### config.mk
export PLATFORM = sky130hd
export DESIGN_NAME = uart_rx_fifo_flat
export DESIGN_NICKNAME = d
export VERILOG_FILES = /design/src/rtl/uart_rx_fifo_if.sv /design/src/rtl/uart_rx_fifo.sv /design/src/flat_wrapper.sv
export SDC_FILE = /design/constraint.sdc
export NUM_CORES = 1
export LEC_CHECK = 0
export ABC_CLOCK_PERIOD_IN_PS = 3800
export CORE_AREA = 2 2 139 141
export DETAILED_ROUTE_END_ITERATION = 8
export DIE_AREA = 0 0 141 143
export GPL_TIMING_DRIVEN = 0
export PLACE_DENSITY_LB_ADDON = 0.08
export SLEW_MARGIN = 20
export SYNTH_ARGS = -nofsm -noshare
export SYNTH_HDL_FRONTEND = slang
export SYNTH_SLANG_ARGS = --single-unit
### constraint.sdc
create_clock -name i_clk -period 3.8 [get_ports i_clk]
set_input_delay 0.76 -clock i_clk [delete_from_list [all_inputs] [get_ports i_clk]]
set_output_delay 0.76 -clock i_clk [all_outputs]
set_load 0.1 [all_outputs]
### src/rtl/uart_rx_fifo_if.sv
// uart_rx_fifo_if: receive-byte ingress, consumer ready/valid egress and status of the rx FIFO
interface uart_rx_fifo_if #(parameter int DEPTH_LOG2 = 4);
  logic [7:0]          din;
  logic                din_vld;
  logic                frame_error;
  logic                parity_error;
  logic                flush;
  logic                clr_err;
  logic [7:0]          dout;
  logic                dout_vld;
  logic                dout_rdy;
  logic                full;
  logic                empty;
  logic [DEPTH_LOG2:0] level;
  logic                overflow;
  logic [7:0]          err_cnt;
  modport master (
    output din, din_vld, frame_error, parity_error, flush, clr_err, dout_rdy,
    input  dout, dout_vld, full, empty, level, overflow, err_cnt
  );
  modport slave (
    input  din, din_vld, frame_error, parity_error, flush, clr_err, dout_rdy,
    output dout, dout_vld, full, empty, level, overflow, err_cnt
  );
endinterface

### src/rtl/uart_rx_fifo.sv
// uart_rx_fifo: FWFT byte FIFO behind the UART receiver with sticky overflow and saturating error count
module uart_rx_fifo #(
  parameter int DEPTH_LOG2 = 4
) (
  input logic            i_clk,
  input logic            i_rst,
  uart_rx_fifo_if.slave  bus
);
  localparam int DEPTH = 1 << DEPTH_LOG2;
  logic [7:0]            r_mem [DEPTH];
  logic [DEPTH_LOG2-1:0] r_wr_ptr;
  logic [DEPTH_LOG2-1:0] r_rd_ptr;
  logic [DEPTH_LOG2:0]   r_cnt;
  logic                  r_ovf;
  logic [7:0]            r_err_cnt;
  logic                  w_full;
  logic                  w_empty;
  logic                  w_pop;
  logic                  w_push;
  logic                  w_drop;
  logic                  w_err;
  always_comb begin
    w_full  = r_cnt == (DEPTH_LOG2+1)'(DEPTH);
    w_empty = r_cnt == '0;
    w_pop   = !w_empty && bus.dout_rdy;
    w_push  = bus.din_vld && (!w_full || w_pop);
    w_drop  = bus.din_vld && w_full && !w_pop && !bus.flush;
    w_err   = bus.frame_error || bus.parity_error;
  end
  always_ff @(posedge i_clk)
    if (w_push && !bus.flush) r_mem[r_wr_ptr] <= bus.din;
  always_ff @(posedge i_clk or posedge i_rst) begin
    if (i_rst) begin
      r_wr_ptr <= '0;
      r_rd_ptr <= '0;
      r_cnt    <= '0;
    end else if (bus.flush) begin
      r_wr_ptr <= '0;
      r_rd_ptr <= '0;
      r_cnt    <= '0;
    end else begin
      r_wr_ptr <= w_push ? r_wr_ptr + DEPTH_LOG2'(1) : r_wr_ptr;
      r_rd_ptr <= w_pop ? r_rd_ptr + DEPTH_LOG2'(1) : r_rd_ptr;
      r_cnt    <= (w_push && !w_pop) ? r_cnt + (DEPTH_LOG2+1)'(1) :
                  (w_pop && !w_push) ? r_cnt - (DEPTH_LOG2+1)'(1) : r_cnt;
    end
  end
  // a new error event in the same cycle as CLR_ERR takes precedence over the clear
  always_ff @(posedge i_clk or posedge i_rst) begin
    if (i_rst) begin
      r_ovf     <= 1'b0;
      r_err_cnt <= '0;
    end else begin
      r_ovf     <= w_drop ? 1'b1 : bus.clr_err ? 1'b0 : r_ovf;
      r_err_cnt <= bus.clr_err ? (w_err ? 8'd1 : 8'd0) :
                   (w_err && r_err_cnt != 8'hFF) ? r_err_cnt + 8'd1 : r_err_cnt;
    end
  end
  always_comb begin
    bus.dout     = w_empty ? 8'h00 : r_mem[r_rd_ptr];
    bus.dout_vld = !w_empty;
    bus.full     = w_full;
    bus.empty    = w_empty;
    bus.level    = r_cnt;
    bus.overflow = r_ovf;
    bus.err_cnt  = r_err_cnt;
  end
endmodule

### src/flat_wrapper.sv
// flat-port wrapper written by rule: the top's interface ports become plain ports
module uart_rx_fifo_flat 
#(
  parameter int DEPTH_LOG2 = 4
)
  (i_clk, i_rst, bus_din, bus_din_vld, bus_frame_error, bus_parity_error, bus_flush, bus_clr_err, bus_dout_rdy, bus_dout, bus_dout_vld, bus_full, bus_empty, bus_level, bus_overflow, bus_err_cnt);
  uart_rx_fifo_if #(.DEPTH_LOG2(DEPTH_LOG2)) bus_i ();
  input logic i_clk;
  input logic i_rst;
  input wire logic [$bits(bus_i.din)-1:0] bus_din;
  input wire logic [$bits(bus_i.din_vld)-1:0] bus_din_vld;
  input wire logic [$bits(bus_i.frame_error)-1:0] bus_frame_error;
  input wire logic [$bits(bus_i.parity_error)-1:0] bus_parity_error;
  input wire logic [$bits(bus_i.flush)-1:0] bus_flush;
  input wire logic [$bits(bus_i.clr_err)-1:0] bus_clr_err;
  input wire logic [$bits(bus_i.dout_rdy)-1:0] bus_dout_rdy;
  output wire logic [$bits(bus_i.dout)-1:0] bus_dout;
  output wire logic [$bits(bus_i.dout_vld)-1:0] bus_dout_vld;
  output wire logic [$bits(bus_i.full)-1:0] bus_full;
  output wire logic [$bits(bus_i.empty)-1:0] bus_empty;
  output wire logic [$bits(bus_i.level)-1:0] bus_level;
  output wire logic [$bits(bus_i.overflow)-1:0] bus_overflow;
  output wire logic [$bits(bus_i.err_cnt)-1:0] bus_err_cnt;
  assign bus_i.din = bus_din;
  assign bus_i.din_vld = bus_din_vld;
  assign bus_i.frame_error = bus_frame_error;
  assign bus_i.parity_error = bus_parity_error;
  assign bus_i.flush = bus_flush;
  assign bus_i.clr_err = bus_clr_err;
  assign bus_i.dout_rdy = bus_dout_rdy;
  assign bus_dout = bus_i.dout;
  assign bus_dout_vld = bus_i.dout_vld;
  assign bus_full = bus_i.full;
  assign bus_empty = bus_i.empty;
  assign bus_level = bus_i.level;
  assign bus_overflow = bus_i.overflow;
  assign bus_err_cnt = bus_i.err_cnt;
  uart_rx_fifo #(.DEPTH_LOG2(DEPTH_LOG2)) u_core (.i_clk(i_clk), .i_rst(i_rst), .bus(bus_i));
endmodule
# Word-level counts from Yosys, hierarchy flattened
# Memories as Yosys holds them, arrays and structs flattened.
# Index checks and enable logic that the tools add are counted.
[totals] mem_bits_rw=128 mem_count=1 reg_bits=22 output_inout_bits=25 wordCells=50
[classes] n_reduce_logical=22 muxes=15 n_addsub=5 n_eq_ne=2
[memory_table] name="u_core.r_mem" depth=16 word_bits=8 read_ports=1 rd_ports_with_merged_regs=0 wr=1 line_no="uart_rx_fifo.sv:10" source="logic [7:0] r_mem [DEPTH];"
[op_table] cell="two-way mux 8 bit" n=3
[op_table] cell="two-way mux 4 bit" n=4
[op_table] cell="two-way mux 5 bit" n=3
[op_table] cell="logical AND 1 bit" n=9
[op_table] cell="adder 4 x 1 -> 4 bit (second input constant)" n=2
[op_table] cell="adder 8 x 1 -> 8 bit (second input constant)" n=1
[op_table] cell="!= test 8 bit (second input constant)" n=1
[op_table] cell="nonzero test 2 bit" n=4
[op_table] cell="adder 5 x 1 -> 5 bit (second input constant)" n=1
[op_table] cell="equality test 5 bit (second input constant)" n=1
[op_table] cell="logical NOT 1 bit" n=5
[op_table] cell="logical NOT 5 bit" n=1
[op_table] cell="two-way mux 1 bit" n=5
[op_table] cell="subtractor 5 x 1 -> 5 bit (second input constant)" n=1
[op_table] cell="nonzero test 3 bit" n=1
[op_table] cell="logical OR 1 bit" n=2

# Depth between registers and ports, before layout
# Gate-level depths: netlist (run 1).
[depth] ltp_word=10 ltp_mapped=8 mapped_depth_nobuf=8

# Worst setup path before layout (run 1)
# Ideal clock, no wire load.
[synth_path] path_type="register to output" from="register u_core.r_cnt[4] (netlist: u_core.bus.level[4])" to="output port bus_dout[0]" required_time_ns=3.040 t_arrival_ns=5.600 path_slack_ns=-2.560 path_stages_with_launch=5 cell_sequence="dfrtp_1 inv_1 nand2_1 clkinv_1 a211oi_1"
[synth_between] elab_chain_len=2
[synth_lines] item="from (decl)" line_no="uart_rx_fifo.sv:13" source="logic [DEPTH_LOG2:0] r_cnt;"
[synth_lines] item="from (signal assigned)" line_no="uart_rx_fifo.sv:44" source="r_cnt <= (w_push && !w_pop) ? r_cnt + (DEPTH_LOG2+1)'(1) :"
[synth_lines] item="logical NOT 5 bit" line_no="uart_rx_fifo.sv:24" source="w_empty = r_cnt == '0;"
[synth_lines] item="net bus_empty" line_no="flat_wrapper.sv:20" source="output wire logic [$bits(bus_i.empty)-1:0] bus_empty;"
[synth_lines] item="two-way mux 8 bit" line_no="uart_rx_fifo.sv:60" source="bus.dout = w_empty ? 8'h00 : r_mem[r_rd_ptr];"
[synth_lines] item="to (decl)" line_no="flat_wrapper.sv:17" source="output wire logic [$bits(bus_i.dout)-1:0] bus_dout;"
# The timed path passes the listed nets, and every way through them passes these cells.

# Final worst setup path (run 1)
[layout_path] from="register u_core.r_rd_ptr[1]" to="output port bus_dout[5]"
[layout_between] elab_chain_len=2
[layout_lines] item="from (decl)" line_no="uart_rx_fifo.sv:12" source="logic [DEPTH_LOG2-1:0] r_rd_ptr;"
[layout_lines] item="from (signal assigned)" line_no="uart_rx_fifo.sv:43" source="r_rd_ptr <= w_pop ? r_rd_ptr + DEPTH_LOG2'(1) : r_rd_ptr;"
[layout_lines] item="memory (16 x 8 bit)"
[layout_lines] item="two-way mux 8 bit" line_no="uart_rx_fifo.sv:60"
# Every way passes these cells.

==> results by group, run 1 <==
Placement
  • Pre-CTS setup slack: -0.186 ns
  • GPL Wtd Cong: 0.761
  • Detailed Place HPWL: 9570 um
  • Placed Area: 7280 sq um
  • Port Buffers: 40

Clock tree
  • CTS tree: yes
  • Root buffer cell: clkbuf_16
  • Clock sinks: 150
  • Hold Buf Count CTS: 0
  • Num CTS Buffers: 17
  • Clock Latency Late Sink: approximately 0.42 ns
  • CTS clk-pin slew, worst paths: 0.06 ns
  • Clock buffer depth: 2
  • H-tree levels: 4

Synthesis
  • Library cells used by synthesis: 52
  • Mapped Cells: approximately 370
  • Post-synthesis register bit count: 150
  • Number of flops mapped to enable cells by yosys: 128
  • Avg Synthesized Cell Area: approximately 17 sq um
  • Ys flop type: edfxtp_1
  • Sequential share of the synthesized area: 0.682
  • Ys async rst share: 0.147
  • Post-Syn Nets: approximately 400
  • Mapped Area: ~6400 sq um
  • Yosys warns: 0

Setup path
  • Largest delay share family, worst path: buffers and inverters
  • Critical Path, Cell by Cell: buf_6 > buf_2 > buf_4 > mux4_2 > mux2i_1 > a211oi_4 > clkdlybuf4s15_2
  • Crit. End Element: output port
  • Worst setup path class: flop to output port
  • CP max-delay cell: clkdlybuf4s15_2
  • Highest net fanout along the worst path: 10
  • CP peak stage delay: between 0.4 and 0.5 ns
  • Worst setup SP type: flop
  • Critical Path AT: ~2.9 ns
  • Worst path required time: 3.04 ns
  • CP Buf/Inv Count: 4

Route
  • Starting DRC count in detailed routing: roughly 260
  • Drt wl/cell: between 20 and 25 um
  • First-pass iteration count of the detailed router: 4
  • # DRC: 0
  • Vias: between 3,000 and 4,000
  • Routed Wire Length: between 10,000 and 15,000 um
  • Vias/cell: just over 5
  • ANT nets after route: 0

Layout
  • Fin nets: about 460
  • Fin area: slightly below 8000 sq um
  • Post-layout util: 0.427
  • Synth-to-layout area growth: 23.2%
  • Fill cells: 1,631
  • Share of cells above drive strength 1: 0.270

Global routing
  • Largest net degree at the start of global routing: 23
  • Total GRT Usage: 0.154
  • Vias in the first global route: 3,590
  • First-pass GRT wire length: 22,200 um
  • Number of antenna violations at the first check in global routing: 0
  • Total gr overflow: 0

Die
  • Die area: 20,200 sq um
  • Die Span Y: around 140 um
  • Die extent in x: 141 um
  • Core Area: roughly 19,000 sq um
  • Row count: 50
  • Starting Density: 0.347
  • I/O pins: 41

STA
  • Fin. max-slew vios: 0
  • RSZ-0062 raised after global routing: no
  • Max_slew headroom: 0.348
  • Fmax: about 0.27 GHz
  • Hold slack: between 0.5 and 0.6 ns
  • Tcrit/Tclk final: 0.962
  • Setup ws final: around 0.14 ns
  • Final setup viols: 0
  • Final Skew: slightly below 0.005 ns
  • Fin crit period: around 3.7 ns
  • Worst-Margin Slew: 0.974 ns
  • Final hold violations: 0

Outcome
  • Status: finished, final reports clean

Power
  • Static leakage: 2.58 nW
  • IR drop worst, VDD: between 300 and 400 uV
  • Total power: 0.00593 W
  • PwrDens: 747 nW/um^2

Run
  • Max Cap Viol: 0

Worst hold path
  • HP Class: flop to flop
==> layout by cell type, fill, tap and decap left out, types with 3 or more instances in the layout <==
master | synthesis | routed
clkdlybuf4s15_2 | 0 | 8
edfxtp_1 | 128 | 128
clkdlybuf4s50_1 | 0 | 32
inv_1 | 5 | 5
a21oi_1 | 7 | 7
dfrtp_1 | 22 | 18
nor3_2 | 1 | 5
mux2i_1 | 11 | 11
dfrtp_2 | 0 | 4
o211ai_1 | 6 | 6
a211oi_1 | 13 | 4
o21ai_0 | 5 | 5
a211oi_2 | 3 | 4
buf_4 | 4 | 6
buf_6 | 4 | 4
clkbuf_16 | 0 | 17
nor2b_1 | 12 | 12
nand3_1 | 8 | 8
ha_1 | 10 | 10
nor3_1 | 9 | 5
nand2b_1 | 5 | 5
bufinv_16 | 0 | 5
nand2_2 | 4 | 5
mux4_2 | 32 | 32
clkinv_1 | 1 | 3
a211oi_4 | 0 | 8
nor2_1 | 26 | 26
xor2_1 | 6 | 6
clkbuf_1 | 6 | 6
buf_2 | 5 | 5
==> stage by stage <==
step,cells,TNS (ns)
6_report,680,0
5_1_grt,679,0
4_1_cts,679,0
3_5_place_dp,647,-0.186
3_3_place_gp,645,-0.217
2_1_floorplan,371,0
==> metal layers <==
metal | vias to the layer above | GRT usage | routed length (um) | part of all wire
li1 | 1602 | - | - | -
met1 | 1795 | 0.212 | 6890 | 0.48
met2 | 49 | 0.249 | 7000 | 0.48
met3 | 17 | 0.0298 | 407 | 0.028
met4 | 0 | 0.0489 | 180 | 0.012
met5 | - | 0 | 0 | 0
==> kinds of logic after synthesis <==
logic type / count (synthesis) / share of synthesized area
AO/OA/AOI/OAI: 52 / 0.0635
AND/OR/NAND/NOR: 80 / 0.0667
buffers and inverters: 26 / 0.0231
flip-flops: 150 / 0.682
XOR/XNOR: 8 / 0.0109
adder cells (fa/ha/maj): 11 / 0.0225
multiplexers: 44 / 0.131
==> final timing paths <==
kind | to | slack, ns | depth (start not counted) | startpoint
min | u_core.bus.overflow | 0.55 | 2 | u_core.bus.overflow
max reg2reg | u_core.bus.level[4] | 1.09 | 8 | u_core.bus.level[0]
max in group asynchronous | u_core.bus.level[2] | 2.32 | 2 | i_rst
min reg2reg | u_core.bus.overflow | 0.55 | 2 | u_core.bus.overflow
min in group asynchronous | u_core.bus.err_cnt[6] | 0.84 | 2 | i_rst
max | bus_dout[5] | 0.14 | 7 | u_core.r_rd_ptr[1]
==> synth_stat cells, types with 2 or more instances <==
cell type / instances / area [sq um]
or4_1: 2 / 15.0
nor2b_1: 12 / 75.1
buf_6: 4 / 45.0
buf_2: 5 / 25.0
mux4_2: 32 / 721
dfrtp_1: 22 / 551
clkbuf_1: 6 / 22.5
nand2b_1: 5 / 31.3
a211oi_1: 13 / 97.6
o22ai_1: 2 / 12.5
buf_4: 4 / 30.0
xnor2_1: 2 / 17.5
o211ai_1: 6 / 45.0
nor2_1: 26 / 97.6
xor2_1: 6 / 52.6
o21ai_0: 5 / 25.0
inv_1: 5 / 18.8
o21ai_4: 2 / 32.5
edfxtp_1: 128 / 3840
nor4b_1: 2 / 17.5
mux2i_1: 11 / 110
ha_1: 10 / 125
a211oi_2: 3 / 37.5
a21oi_1: 7 / 35.0
nor3_1: 9 / 45.0
o211ai_2: 2 / 25.0
a31oi_1: 2 / 12.5
nand2_2: 4 / 25.0
nand3_1: 8 / 40.0
and3_1: 2 / 12.5
nand2_1: 3 / 11.3
==> layout make-up <==
| class | instances | area (sq um) | area share |
|---|---|---|---|
| Sequential cell | 150 | 4400 | 0.555 |
| Inverter | 7 | 31.3 | 0.00394 |
| Buffer | 19 | 124 | 0.0156 |
| Tap cell | 234 | 293 | 0.0369 |
| Multi-Input combinational cell | 195 | 2020 | 0.255 |
| Clock buffer | 18 | 429 | 0.0541 |
| Clock inverter | 14 | 205 | 0.0259 |
| Timing Repair Buffer | 42 | 425 | 0.0536 |
| Antenna cell | 1 | 2.50 | 0.000315 |
==> sequential cells by signal, summed over array words and instances (netlist names) <==
name / cells
u_core.r_wr_ptr: 4
u_core.r_mem: 128
u_core.bus.overflow: 1
u_core.bus.err_cnt: 8
u_core.bus.level: 5
u_core.r_rd_ptr: 4
==> report_power, final <==
group	switching, W	total (W)	internal (W)	leakage (nW)
Combinational	0.00152	0.00220	0.000684	0.826
Clock	0.000664	0.00182	0.00116	0.307
Sequential	0.0000588	0.00190	0.00184	1.44
Total	0.00224	0.00593	0.00369	2.58
==> worst min-delay path, stage by stage (launching register included) <==
cell     delay (ns)
dfrtp_1        0.38
inv_1          0.05
o32ai_1        0.07
==> what timing repair did <==
action,4_1_cts,5_1_grt
buffers inserted,0,0
cloned,0,0
resized for setup,25,1
endpoints found under the setup margin,8,1
Power figures use the tool's default switching activity.
==> inputs of run 2 (changes only) <==
Settings changed: CAP_MARGIN set to 20.
==> results of run 2 <==
No change in the layout: final DEF, timing and power equal those of run 1.
==> inputs of run 3 (changes only) <==
Settings changed: ABC_AREA set to 1, CORE_AREA 2 2 139 141 to 2 2 142 144, DIE_AREA 0 0 141 143 to 0 0 144 146, TNS_END_PERCENT set to 50.
==> results by group, run 3 <==
Layout
  • Diodes inserted: 0 (was 1)
  • Share of cells above drive strength 1: 0.117 (was 0.270)
  • Biggest register: u_core.r_mem (unchanged)
  • Most common cell after layout, fill and taps aside: nand2_1 (was edfxtp_1)
  • Synth-to-layout area growth: 20.7% (was 23.2%)
  • Max reg flops: 128 (unchanged)
  • Fin nets: 706 (was 459)
  • Post-layout util: 0.417 (was 0.427)
  • Most frequent cells in the layout: nand2_1 (212), edfxtp_1 (128), nand3_1 (118) (was edfxtp_1 (128), mux4_2 (32), clkdlybuf4s50_1 (32))

STA
  • Final hold violations: 0 (unchanged)
  • Final setup viols: 0 (unchanged)
  • Fmax: 0.268 GHz (was 0.274 GHz)
  • Fin. max-slew vios: 0 (unchanged)
  • Tcrit/Tclk final: 0.981 (was 0.962)
  • RSZ-0062 raised after global routing: no (unchanged)
  • Max_slew headroom: 0.344 (was 0.348)
  • Fin crit period: 3.73 ns (was 3.66 ns)
  • Setup TNS: 0 ns (unchanged)
  • Worst-Margin Slew: 0.981 ns (was 0.974 ns)
  • Hold slack: 0.482 ns (was 0.549 ns)
  • Final Skew: 0.00651 ns (was 0.00494 ns)

Synthesis
  • Post-Syn Nets: 647 (was 398)
  • Number of flops mapped to enable cells by yosys: 128 (unchanged)
  • Sequential share of the synthesized area: 0.657 (was 0.682)
  • Avg Synthesized Cell Area: 10.8 sq um (was 17.4 sq um)
  • Ys async rst share: 0.147 (unchanged)
  • Share of the synthesized area in the top cell type: 0.575 (was 0.597)
  • Ys flop type: edfxtp_1 (unchanged)
  • Post-synthesis register bit count: 150 (unchanged)
  • Largest area contributor in the netlist: edfxtp_1 (unchanged)
  • Most common cell in the netlist: nand2_1 (was edfxtp_1)
  • Library cells used by synthesis: 34 (was 52)
  • Yosys warns: 0 (unchanged)
  • Commonest cells in the netlist: nand2_1 (212), edfxtp_1 (128), nand3_1 (118) (was edfxtp_1 (128), mux4_2 (32), nor2_1 (26))
  • Mapped Area: 6680 sq um (was 6440 sq um)
  • Area contributors post-synth: edfxtp_1 (58%), nand2_1 (12%), nand3_1 (8.8%) (was edfxtp_1 (60%), mux4_2 (11%), dfrtp_1 (8.6%))
  • Mapped Cells: 620 (was 371)

Setup path
  • Worst path required time: 3.04 ns (about the same)
  • CP Buf/Inv Count: 3 (was 4)
  • Worst path most repeated cell: nand2_1
  • Worst setup path class: flop to output port (unchanged)
  • Highest net fanout along the worst path: 10 (unchanged)
  • Critical Path, Cell by Cell: inv_2 > clkbuf_1 > nand2_1 > nand3_1 > nand3_1 > nand2_1 > nand2_1 > a21oi_4 > dlygate4sd2_1 (was buf_6 > buf_2 > buf_4 > mux4_2 > mux2i_1 > a211oi_4 > clkdlybuf4s15_2)
  • Crit. End Element: output port (unchanged)
  • Critical Path AT: 2.97 ns (was 2.90 ns)
  • CP peak stage delay: 0.88 ns (was 0.49 ns)
  • CP max-delay cell: dlygate4sd2_1 (was clkdlybuf4s15_2)
  • Largest delay share family, worst path: buffers and inverters (unchanged)
  • Worst setup SP type: flop (unchanged)

Die
  • Core Area: 19,300 sq um (was 18,600 sq um)
  • Die Span Y: 146 um (was 143 um)
  • I/O pins: 41 (unchanged)
  • Die area: 21,000 sq um (was 20,200 sq um)
  • Starting Density: 0.346 (was 0.347)
  • Die extent in x: 144 um (was 141 um)
  • Row count: 51 (was 50)

Placement
  • GPL Wtd Cong: 0.798 (was 0.761)
  • Detailed Place HPWL: 11,900 um (was 9570 um)
  • Port Buffers: 40 (unchanged)

Global routing
  • First-pass GRT wire length: 27,000 um (was 22,200 um)
  • Total GRT Usage: 0.177 (was 0.154)
  • Number of antenna violations at the first check in global routing: 0 (unchanged)
  • Vias in the first global route: 4,597 (was 3,590)
  • Largest net degree at the start of global routing: 23 (unchanged)
  • Total gr overflow: 0 (unchanged)

Clock tree
  • Clock buffer depth: 2 (unchanged)
  • Root buffer cell: clkbuf_16 (unchanged)
  • Clock Latency Late Sink: 0.42 ns (about the same)
  • CTS tree: yes (unchanged)
  • CTS clk-pin slew, worst paths: 0.06 ns (about the same)
  • H-tree levels: 4 (unchanged)
  • Num CTS Buffers: 17 (unchanged)
  • Clock sinks: 150 (unchanged)
  • Hold Buf Count CTS: 0 (unchanged)

Outcome
  • Status: finished, final reports clean (unchanged)

Route
  • Starting DRC count in detailed routing: 347 (was 257)
  • Drt wl/cell: 18.3 um (was 21.3 um)
  • First-pass iteration count of the detailed router: 5 (was 4)
  • ANT nets after route: 0 (unchanged)
  • Vias/cell: 4.86 (was 5.09)
  • Routed Wire Length: 17,500 um (was 14,500 um)
  • Vias: 4,649 (was 3,463)
  • # DRC: 0 (unchanged)

Worst hold path
  • HP Class: flop to flop (unchanged)

Run
  • Max Cap Viol: 0 (unchanged)

Power
  • PwrDens: 727 nW/um^2 (was 747 nW/um^2)
  • IR drop worst, VDD: 1000 uV (was 399 uV)
  • Static leakage: 3.08 nW (was 2.58 nW)
  • Total power: 0.00586 W (was 0.00593 W)
[run 3: changes by cell type in the layout (fill, tap and decap cells not counted), moves of 6 or more]
cell and delta:
nand2_1 +210, mux4_2 -32, a211oi_4 -8, a21oi_4 +9, mux2i_1 -11, o211ai_1 -6
clkdlybuf4s15_2 -7, nor2b_1 -12, nand3_1 +110, inv_1 +16
[run 3: worst paths after layout]
| kind | start | to | slack (ns) | cells past startpoint |
|---|---|---|---|---|
| worst max-delay path | u_core.r_rd_ptr[0] | bus_dout[2] | 0.07 | 9 |
| worst min-delay path | u_core.bus.overflow | u_core.bus.overflow | 0.48 | 2 |
| worst max register to register | u_core.bus.level[0] | u_core.r_mem[2][0] | 1.49 | 6 |
| worst min register to register | u_core.bus.overflow | u_core.bus.overflow | 0.48 | 2 |
| max in group asynchronous | i_rst | u_core.bus.level[2] | 2.38 | 2 |
| min in group asynchronous | i_rst | u_core.bus.err_cnt[0] | 0.84 | 2 |
[run 3: area by class of cell]
cell class              count  area [sq um]
well taps                 265           332
multi-input cells         417          2110
clock inverters            13           163
fillers                  1868         11300
plain buffers              25           164
flip-flops and latches    150          4390
inverters                  28           109
repair buffers             40           370
clock buffers              18           429
[run 3: stage by stage]
stage | instance area (sq um) | cells | setup WS (ns)
finish | 8070 | 956 | 0.0734
global route | 8070 | 956 | 0.00393
CTS | 8090 | 956 | 0.00471
detailed placement | 7510 | 925 | 0.134
global placement | 7510 | 925 | 0.132
floorplan | 6780 | 620 | 0.136
[run 3: what timing repair did]
item                       in CTS  in global routing
gates cloned                    0                  0
buffers inserted                0                  0
gates resized for setup        11                 11
setup endpoints to repair       8                  6
[run 3: logic make-up (layout without fill, tap and decap cells)]
kind of cell               count (synthesis)  after routing  synth area share
AOI/OAI and AO/OA                         28             28            0.0262
xor gates and xnor gates                   5              5           0.00655
adders and majority gates                 11             11            0.0217
buffers and inverters                     53            124            0.0406
DFF                                      150            150             0.657
and+or+nand+nor                          373            373             0.247
[run 3: layer usage]
layer / track usage / part of all wire / vias up
met5: 0 / 0 / -
li1: - / - / 2244
met2: 0.273 / 0.47 / 131
met1: 0.253 / 0.47 / 2257
met4: 0.0534 / 0.014 / 0
met3: 0.0346 / 0.049 / 17
[run 3: worst reg2reg max path, delay by kind of cell (launching register included)]
kind               cells  cell delay (ns)
DFF                    1             0.51
and+or+nand+nor        5             1.32
AOI/OAI and AO/OA      1             0.11
[run 3: power by group]
group	total, W	switching, W	internal [W]	leakage (nW)
clock network	0.00171	0.000630	0.00108	0.289
logic	0.00226	0.00170	0.000560	1.34
registers	0.00190	0.0000588	0.00184	1.45
total	0.00586	0.00239	0.00348	3.08
